===== config.mk =====
export PLATFORM = sky130hd
export DESIGN_NAME = e203_mvu_apb_bridge
export DESIGN_NICKNAME = d
export VERILOG_FILES = /design/src/rtl/e203_mvu_apb_bridge_pkg.sv /design/src/rtl/e203_mvu_apb_rdmux.sv /design/src/rtl/e203_mvu_apb_bridge.sv
export SDC_FILE = /design/constraint.sdc
export NUM_CORES = 1
export LEC_CHECK = 0
export CAP_MARGIN = 20
export CORE_AREA = 2 2 176 178
export DETAILED_ROUTE_END_ITERATION = 7
export DIE_AREA = 0 0 178 180
export DONT_BUFFER_PORTS = 1
export SLEW_MARGIN = 20
export SYNTH_ARGS = -nofsm -noshare
export SYNTH_HDL_FRONTEND = slang
export SYNTH_SLANG_ARGS = --single-unit

===== constraint.sdc =====
create_clock -name clk -period 2.6 [get_ports clk]
set_clock_uncertainty 0.1 [all_clocks]
set_input_delay 0.13 -clock clk [delete_from_list [all_inputs] [get_ports clk]]
set_output_delay 0.13 -clock clk [all_outputs]
set_load 0.01 [all_outputs]

===== src/rtl/e203_mvu_apb_bridge_pkg.sv =====
// Shared definitions for the MVU ICB-to-APB4 bridge: FSM state encoding,
// the read value returned on an aborted or undecodable access, and width helpers.
package e203_mvu_apb_bridge_pkg;

    typedef enum logic [1:0] {
        ST_IDLE   = 2'd0,
        ST_SETUP  = 2'd1,
        ST_ACCESS = 2'd2,
        ST_RESP   = 2'd3
    } state_e;

    // Read data reported for timeout aborts and decode errors
    localparam int unsigned ABORT_RDATA = 0;

    // Width of the slave index field; at least one bit even for a single slave
    function automatic int unsigned idx_width(input int unsigned n);
        return (n <= 1) ? 1 : $clog2(n);
    endfunction

    // Width of the saturating wait-state counter; one bit when the timeout is disabled
    function automatic int unsigned cnt_width(input int unsigned t);
        return (t == 0) ? 1 : $clog2(t + 1);
    endfunction

endpackage


===== src/rtl/e203_mvu_apb_rdmux.sv =====
// Combinational per-slave return-path selector.
// Ports:
//   idx           - selected slave index
//   prdata        - concatenated slave read data, slave i at [i*DW +: DW]
//   pready        - per-slave ready
//   pslverr       - per-slave error
//   sel_rdata_c   - read data of the selected slave
//   sel_ready_c   - ready of the selected slave
//   sel_slverr_c  - error of the selected slave
module e203_mvu_apb_rdmux #(
    parameter int unsigned N_MVU = 8,
    parameter int unsigned DW    = 32,
    parameter int unsigned IDXW  = 3
) (
    input  logic [IDXW-1:0]     idx,
    input  logic [N_MVU*DW-1:0] prdata,
    input  logic [N_MVU-1:0]    pready,
    input  logic [N_MVU-1:0]    pslverr,
    output logic [DW-1:0]       sel_rdata_c,
    output logic                sel_ready_c,
    output logic                sel_slverr_c
);

    // Compare-and-select so an out-of-range idx simply yields zeros
    always_comb begin
        sel_rdata_c  = '0;
        sel_ready_c  = 1'b0;
        sel_slverr_c = 1'b0;
        for (int unsigned i = 0; i < N_MVU; i++) begin
            if (idx == IDXW'(i)) begin
                sel_rdata_c  = prdata[i*DW +: DW];
                sel_ready_c  = pready[i];
                sel_slverr_c = pslverr[i];
            end
        end
    end

endmodule


===== src/rtl/e203_mvu_apb_bridge.sv =====
// ICB-to-APB4 bridge fanning the MVU peripheral port out to N_MVU register slaves.
// One outstanding transfer; per-slave decode/PSEL, wait states, PSLVERR
// propagation, byte strobes and an optional bounded-wait timeout.
// Ports:
//   clk, rst_n                       - clock, asynchronous active-low reset
//   icb_cmd_*                        - ICB command channel (valid/ready/addr/read/wdata/wmask)
//   icb_rsp_*                        - ICB response channel (valid/ready/err/rdata)
//   apb_paddr/pwrite/pwdata/pstrb    - latched APB request fields
//   apb_psel/apb_penable             - one-hot slave select, access phase
//   apb_prdata/apb_pready/apb_pslverr- concatenated/per-slave slave returns
module e203_mvu_apb_bridge
    import e203_mvu_apb_bridge_pkg::*;
#(
    parameter int unsigned N_MVU        = 8,
    parameter int unsigned AW           = 32,
    parameter int unsigned DW           = 32,
    parameter int unsigned SLV_WIN_BITS = 12,
    parameter int unsigned TIMEOUT_CYC  = 255
) (
    input  logic                clk,
    input  logic                rst_n,
    input  logic                icb_cmd_valid,
    output logic                icb_cmd_ready,
    input  logic [AW-1:0]       icb_cmd_addr,
    input  logic                icb_cmd_read,
    input  logic [DW-1:0]       icb_cmd_wdata,
    input  logic [DW/8-1:0]     icb_cmd_wmask,
    output logic                icb_rsp_valid,
    input  logic                icb_rsp_ready,
    output logic                icb_rsp_err,
    output logic [DW-1:0]       icb_rsp_rdata,
    output logic [AW-1:0]       apb_paddr,
    output logic                apb_pwrite,
    output logic [N_MVU-1:0]    apb_psel,
    output logic                apb_penable,
    output logic [DW-1:0]       apb_pwdata,
    output logic [DW/8-1:0]     apb_pstrb,
    input  logic [N_MVU*DW-1:0] apb_prdata,
    input  logic [N_MVU-1:0]    apb_pready,
    input  logic [N_MVU-1:0]    apb_pslverr
);

    localparam int unsigned IDXW = idx_width(N_MVU);
    localparam int unsigned TCW  = cnt_width(TIMEOUT_CYC);
    localparam int unsigned SW   = DW / 8;

    state_e            state_q, state_nxt;
    logic [IDXW-1:0]   idx_q, idx_in, idx_nxt;
    logic              read_q;
    logic [TCW-1:0]    cnt_q, cnt_nxt, cnt_inc;
    logic              err_nxt;
    logic [DW-1:0]     rdata_nxt;
    logic              latch_c;
    logic [N_MVU-1:0]  psel_nxt;
    logic [DW-1:0]     sel_rdata;
    logic              sel_ready, sel_slverr;

    assign idx_in = icb_cmd_addr[SLV_WIN_BITS +: IDXW];

    e203_mvu_apb_rdmux #(
        .N_MVU (N_MVU),
        .DW    (DW),
        .IDXW  (IDXW)
    ) u_rdmux (
        .idx          (idx_q),
        .prdata       (apb_prdata),
        .pready       (apb_pready),
        .pslverr      (apb_pslverr),
        .sel_rdata_c  (sel_rdata),
        .sel_ready_c  (sel_ready),
        .sel_slverr_c (sel_slverr)
    );

    // Saturating increment so the counter can never wrap
    assign cnt_inc = (cnt_q == '1) ? cnt_q : cnt_q + TCW'(1);

    // Next-state, response capture and timeout counter
    always_comb begin
        state_nxt = state_q;
        latch_c   = 1'b0;
        cnt_nxt   = cnt_q;
        err_nxt   = icb_rsp_err;
        rdata_nxt = icb_rsp_rdata;
        idx_nxt   = idx_q;
        unique case (state_q)
            ST_IDLE: begin
                if (icb_cmd_valid) begin
                    latch_c   = 1'b1;
                    idx_nxt   = idx_in;
                    err_nxt   = 1'b0;
                    rdata_nxt = '0;
                    if (32'(idx_in) >= N_MVU) begin
                        err_nxt   = 1'b1;
                        rdata_nxt = DW'(ABORT_RDATA);
                        state_nxt = ST_RESP;
                    end else begin
                        state_nxt = ST_SETUP;
                    end
                end
            end
            ST_SETUP: begin
                cnt_nxt   = '0;
                state_nxt = ST_ACCESS;
            end
            ST_ACCESS: begin
                // A ready in the cycle the count hits the limit still completes normally
                if (sel_ready) begin
                    rdata_nxt = read_q ? sel_rdata : '0;
                    err_nxt   = sel_slverr;
                    state_nxt = ST_RESP;
                end else if (TIMEOUT_CYC != 0) begin
                    cnt_nxt = cnt_inc;
                    if (cnt_inc == TCW'(TIMEOUT_CYC)) begin
                        err_nxt   = 1'b1;
                        rdata_nxt = DW'(ABORT_RDATA);
                        state_nxt = ST_RESP;
                    end
                end
            end
            ST_RESP: begin
                if (icb_rsp_ready) begin
                    state_nxt = ST_IDLE;
                end
            end
            default: state_nxt = ST_IDLE;
        endcase

        psel_nxt = '0;
        if (state_nxt == ST_SETUP || state_nxt == ST_ACCESS) begin
            psel_nxt = N_MVU'(1) << idx_nxt;
        end
    end

    // State, registered outputs and command latches
    always_ff @(posedge clk or negedge rst_n) begin
        if (!rst_n) begin
            state_q       <= ST_IDLE;
            cnt_q         <= '0;
            idx_q         <= '0;
            read_q        <= 1'b0;
            icb_cmd_ready <= 1'b1;
            icb_rsp_valid <= 1'b0;
            icb_rsp_err   <= 1'b0;
            icb_rsp_rdata <= '0;
            apb_paddr     <= '0;
            apb_pwrite    <= 1'b0;
            apb_psel      <= '0;
            apb_penable   <= 1'b0;
            apb_pwdata    <= '0;
            apb_pstrb     <= '0;
        end else begin
            state_q       <= state_nxt;
            cnt_q         <= cnt_nxt;
            idx_q         <= idx_nxt;
            icb_cmd_ready <= (state_nxt == ST_IDLE);
            icb_rsp_valid <= (state_nxt == ST_RESP);
            icb_rsp_err   <= err_nxt;
            icb_rsp_rdata <= rdata_nxt;
            apb_psel      <= psel_nxt;
            apb_penable   <= (state_nxt == ST_ACCESS);
            if (latch_c) begin
                read_q     <= icb_cmd_read;
                apb_paddr  <= icb_cmd_addr;
                apb_pwrite <= ~icb_cmd_read;
                apb_pwdata <= icb_cmd_wdata;
                apb_pstrb  <= icb_cmd_read ? SW'(0) : icb_cmd_wmask;
            end
        end
    end

endmodule


* Word level (Yosys, flattened, before mapping) *
Cells that the tools add are included.

storage, ports and cells
  register bits after elaboration = 127
  bits in latches = 0
  RAM bits = 0
  memory bits (read-only) = 0
  bits of input ports = 345
  memories kept = 0

cells by class
  $add $sub $neg = 1
  $mul = 0
  div/mod/pow operators = 0
  $lt $le $gt $ge = 0
  equal/unequal tests = 18
  shift-type cells = 1
  multiplexer cells = 47
  bitwise operators = 1
  reduce and logical (&&, ||, !) cells = 8

operator list
  kind                                                                   number
  32-bit two-way mux                                                     12
  32-bit one-hot mux with 2 select lines                                 1
  8-bit two-way mux                                                      3
  1-bit two-way mux                                                      21
  8-bit equality test, second input constant                             2
  8-bit one-hot mux with 2 select lines                                  1
  3-bit equality test, second input constant                             4
  8-bit by 1-bit adder with 8-bit output, second input constant          1
  2-bit equality test, second input constant                             4
  2-bit two-way mux                                                      4
  2-bit one-hot mux with 4 select lines                                  1
  1-bit by 3-bit << shifter with 8-bit output, first input constant      1
  3-bit by 2-bit equality test with 1-bit output, second input constant  2
  3-bit two-way mux                                                      2
  2-bit by 1-bit equality test with 1-bit output, second input constant  2
  2-bit logical NOT                                                      2
  4-bit two-way mux                                                      1
  2-bit != test, second input constant                                   2
  2-bit nonzero test                                                     2
  3-bit by 1-bit equality test with 1-bit output, second input constant  1
  3-bit logical NOT                                                      1
  3-bit != test, second input constant                                   1
  3-bit AND reduction                                                    1
  1-bit one-hot mux with 2 select lines                                  1
  3 further kinds                                                        3

* Longest topological paths before layout *
  word-level depth = 14
  depth in mapped cells = 11
  mapped depth without buffers = 10

* Modules after synthesis *
From an unflattened synthesis, not the netlist that was laid out.

second synthesis, totals
  cell total of the unflattened synthesis = 878
  area total of the unflattened synthesis = 7,744.9 um^2

by module, submodules not included
  module               times used  cells an instance  area each (um^2)  sequential area each (um^2)
  e203_mvu_apb_bridge  1           503                5,031.1           3,179.3
  e203_mvu_apb_rdmux   1           375                2,713.9           0.0

* Worst setup path after synthesis *
OpenSTA, ideal clock, no wires.

  path kind = register -> register
  start = reg cnt_q[0]
  end = reg apb_psel[7]
  library setup time = 0.086 ns
  data arrival time = 2.668 ns
  data required time = 2.414 ns
  path slack = -0.254 ns
  cell stages (with the launch flop) = 11
  period minus slack after synthesis = 2.854 ns
  cell sequence = dfrtp_1 > ha_1 > nand2_2 > or3_1 > a211o_1 > a211oi_2 > o311a_2 > nor2_1 > ha_1 > or2_2 > nor3_1

on the way
  word-level cells in the longest chain between the ends = 9
  elaborated cells between the ends (all ways) = 11

RTL lines
  what                                                                                          RTL line                    source
  from (decl)                                                                                   e203_mvu_apb_bridge.sv:50   logic [TCW-1:0] cnt_q, cnt_nxt, cnt_inc;
  from (signal assigned)                                                                        e203_mvu_apb_bridge.sv:153  cnt_q <= cnt_nxt;
  8-bit by 1-bit adder with 8-bit output / 8-bit equality test (equally long branches)          e203_mvu_apb_bridge.sv:75   assign cnt_inc = (cnt_q == '1) ? cnt_q : cnt_q + TCW'(1);
  8-bit two-way mux *                                                                           e203_mvu_apb_bridge.sv:75
  8-bit equality test *                                                                         e203_mvu_apb_bridge.sv:113  if (cnt_inc == TCW'(TIMEOUT_CYC)) begin
  2-bit two-way mux *                                                                           e203_mvu_apb_bridge.sv:113
  2-bit two-way mux *                                                                           e203_mvu_apb_bridge.sv:107  if (sel_ready) begin
  2-bit one-hot mux with 4 select lines *                                                       e203_mvu_apb_bridge.sv:85   unique case (state_q)
  2-bit by 1-bit equality test with 1-bit output / 2-bit equality test (equally long branches)  e203_mvu_apb_bridge.sv:129  if (state_nxt == ST_SETUP || state_nxt == ST_ACCESS) begin
  1-bit logical OR *                                                                            e203_mvu_apb_bridge.sv:129
  8-bit two-way mux *                                                                           e203_mvu_apb_bridge.sv:129
  via psel_nxt[7]                                                                               e203_mvu_apb_bridge.sv:54   logic [N_MVU-1:0] psel_nxt;
  to (signal assigned)                                                                          e203_mvu_apb_bridge.sv:159  apb_psel <= psel_nxt;
  to (decl)                                                                                     e203_mvu_apb_bridge.sv:34   output logic [N_MVU-1:0] apb_psel,

Mark *: on every way through the listed nets, which the timed path passes. The rest lies on a longest branch.
A chain may end at the register's enable or synchronous reset.

* Worst setup path in the final report *
  start = reg cnt_q[1]
  end = reg apb_psel[7]

The elaborated chain is that of the path after synthesis.

==> impl_metrics.env <==
export IMPL_place_congestion=0.946
export IMPL_seq_area_mm2=0.00319
export IMPL_die_width_um=178
export IMPL_cpLargestDelayFamily="simple AND/OR/NAND/NOR gates"
export IMPL_p_switching_uw=4980
export IMPL_fmax_mhz=393
export IMPL_p_leak_uw=0.00425
export IMPL_cts_buffers=17
export IMPL_vias=7000
export IMPL_p_clk_share_pct=22.2
export IMPL_violations="hold timing"
export IMPL_outcome="finished, violations left"
export IMPL_path_class="flop to flop"
export IMPL_worstSetupEndpointType="flop"
export IMPL_grt_pass1_wl_um=43000
export IMPL_path_cells="ha_4 > nand2_4 > or3_1 > a211o_1 > a211oi_4 > o311a_4 > nor2_2 > ha_4 > or2_4 > nor3_2"
export IMPL_ant_nets=0
export IMPL_crit_required_ns=2.83
export IMPL_io_buffers=0
export IMPL_nets=1324
export IMPL_cts_sinks=127
export IMPL_syn_to_final_growth_pct=32.5
export IMPL_grt_pass1_vias=7280
export IMPL_first_iter_violations=451
export IMPL_crit_fanout=4
export IMPL_dieHeight_um=180
export IMPL_cp_arrival_ns=2.78
export IMPL_p_int_uw=6000
export IMPL_syn_area_per_cell_um2=8.51
export IMPL_synth_top_area_cell="dfrtp_1"
export IMPL_synth_warnings=0
export IMPL_max_stage_delay_ns=0.39
export IMPL_peakVddDrop_mv=0.490
export IMPL_timing_hold_ws_ns=-0.706
export IMPL_start_util_pct=24.3
export IMPL_synth_top_area_share_pct=42.9
export IMPL_hold_violations=127
export IMPL_cts_hold_buf=113
export IMPL_ff2ff_setup_slack_ns=0.05
export IMPL_syn_area_mm2=0.00735
export IMPL_ys_seq_area_share_pct=43.3
export IMPL_synth_main_ff_cell="dfrtp_1"
export IMPL_wl_per_cell_um=21.3
export IMPL_cts_path_max_buffers=2
export IMPL_crit_top_cell="ha_4"
export IMPL_utilization_pct=32.3
export IMPL_final_common_cell="nand2_1"
export IMPL_fill_cells=3080
export IMPL_grt_max_degree=128
export IMPL_synth_edff_count=0
export IMPL_min_path_type="input port to async pin"
export IMPL_htreeDepth=4
export IMPL_drive_above_1_share_pct=17.7
export IMPL_period_share_pct=97.9
export IMPL_clk_pin_slew_worst_paths_ns=0.08
export IMPL_finalSetupViolations=0
export IMPL_placementRows=64
export IMPL_hpwl_um=21000
export IMPL_power_density_mw_per_mm2=1130
export IMPL_post_route_min_period_ns=2.55
export IMPL_dp_cells=1237
export IMPL_cp_buffers_inverters=0
export IMPL_relSlewSlack_pct=48.9
export IMPL_clockRootBuffer="clkbuf_16"
export IMPL_place_ws_ns=-0.0604
export IMPL_cp_start_kind="flop"
export IMPL_finalMaxSlewViolations=0
export IMPL_die_area_mm2=0.0320
export IMPL_first_pass_iters=7
export IMPL_insertion_delay_ns=0.41
export IMPL_remaining_drc_errors=0
export IMPL_maxCapViolCount=0
export IMPL_vias_per_cell=5.04
export IMPL_pwr_share_comb_pct=43.4
export IMPL_antenna_found_initial=13
export IMPL_overflow=0
export IMPL_core_area_mm2=0.0302
export IMPL_async_reset_ff_share_pct=100
export IMPL_synth_nets=1211
export IMPL_yosys_top_cells_area="dfrtp_1 (43%), nand2_1 (13%), mux2_2 (6.4%), mux2i_1 (4.8%), o21ai_2 (3.6%)"
export IMPL_swShare_pct=45.4
export IMPL_ys_ff_latch=127
export IMPL_cts_tree="yes"
export IMPL_layout_common_cells="nand2_1 (255), dfrtp_1 (123), dlygate4sd3_1 (113)"
export IMPL_ys_types=56
export IMPL_fin_tns_setup_ns=0
export IMPL_io_pins=458
export IMPL_routed_wl_um=29500
export IMPL_fin_cells=1390
export IMPL_setup_ws_ns=0.0541
export IMPL_syn_inst=864
export IMPL_grt_use_total_pct=17.9
export IMPL_multi_input_area_mm2=0.00379
export IMPL_worstMarginPinSlew_ns=0.766
export IMPL_p_seq_share_pct=34.3
export IMPL_cp_slowest_cell="dfrtp_1"
## worst register-to-register path, delay by kind of cell (launching register included)
kind	cells	cell delay, ns
flip-flops	1	0.39
AO/OA/AOI/OAI	3	0.78
AND/OR/NAND/NOR	5	0.81
adder cells (fa/ha/maj)	2	0.38
## layer usage
metal,global-route usage [%],routed length [um],vias up,share of wire [%]
li1,-,-,3231,-
met1,19.6,11100,3313,37
met2,32.6,15200,393,51
met3,5.60,2600,55,8.8
met4,5.18,669,8,2.3
met5,0,48,-,0.16
## power by group through the flow
stage / combinational (uW) / clock, uW / sequential [uW]
5_1_grt: 5260 / 2630 / 3860
2_1_floorplan: 3390 / 0 / 3510
4_1_cts: 4610 / 2540 / 3780
3_3_place_gp: 4340 / 0 / 3820
3_5_place_dp: 4450 / 0 / 3790
6_report: 4770 / 2440 / 3770
## synth_stat cells, types with 4 or more instances
library cell    n
nand2_1       256
dfrtp_1       126
mux2_2         42
inv_1          41
o22ai_1        41
clkbuf_1       40
a21oi_1        38
mux2i_1        35
nor2_1         31
o21ai_2        30
nand3_1        27
a22oi_1        22
o21ai_0        20
a221oi_1       12
buf_1          12
o221ai_1       12
buf_2          10
nor3_1          7
nand3b_1        5
nand2b_1        4
## worst paths after layout
path / startpoint / to / depth (start not counted)
setup reg to reg: cnt_q[1]$_DFFE_PN0P_ / apb_psel[7]$_DFF_PN0_ / 10
setup / recovery: cnt_q[1]$_DFFE_PN0P_ / apb_psel[7]$_DFF_PN0_ / 10
max in group asynchronous: rst_n / icb_cmd_ready$_DFF_PN1_ / 0
min in group clk: apb_prdata[183] / icb_rsp_rdata[23]$_DFFE_PN0P_ / 4
hold / removal: rst_n / apb_paddr[0]$_DFFE_PN0P_ / 0
hold reg to reg: read_q$_DFFE_PN0P_ / read_q$_DFFE_PN0P_ / 2
## through the flow
stage / power, uW / area [um2]
final: 11000 / 9740
after global routing: 11800 / 9740
after CTS: 10900 / 9680
after detailed placement: 8240 / 7930
after global placement: 8160 / 7930
after floorplan: 6900 / 7380
## area by class of cell
cell class	count	share of cell area (%)
Inverter	42	1.62
Sequential cell	127	32.7
Multi-Input combinational cell	630	39.0
Clock inverter	15	1.63
Timing Repair Buffer	159	15.5
Clock buffer	17	4.37
Antenna cell	4	0.103
Tap cell	396	5.09
## registers in the layout, indices dropped and copies added (netlist names), 2 cells and up
register and count:
state_q 2, idx_q 3, apb_psel 8, apb_pstrb 4
apb_paddr 32, apb_pwdata 32, cnt_q 8, icb_rsp_rdata 32
## logic make-up after synthesis
group | share of synthesized area, %
compound gates | 18.8
fa+ha+maj | 0.340
buf+inv | 6.30
flops | 43.3
mux | 11.4
simple gates | 20.0
## what timing repair did
action | 4_1_cts | 5_1_grt
setup buffers | 1 | 3
endpoints found under the hold margin | 232 | 127
gates resized for setup | 4 | 5
pin swaps | 1 | 1
endpoints found under the setup margin | 5 | 7
Note: power is estimated with default switching activity, not from simulation.
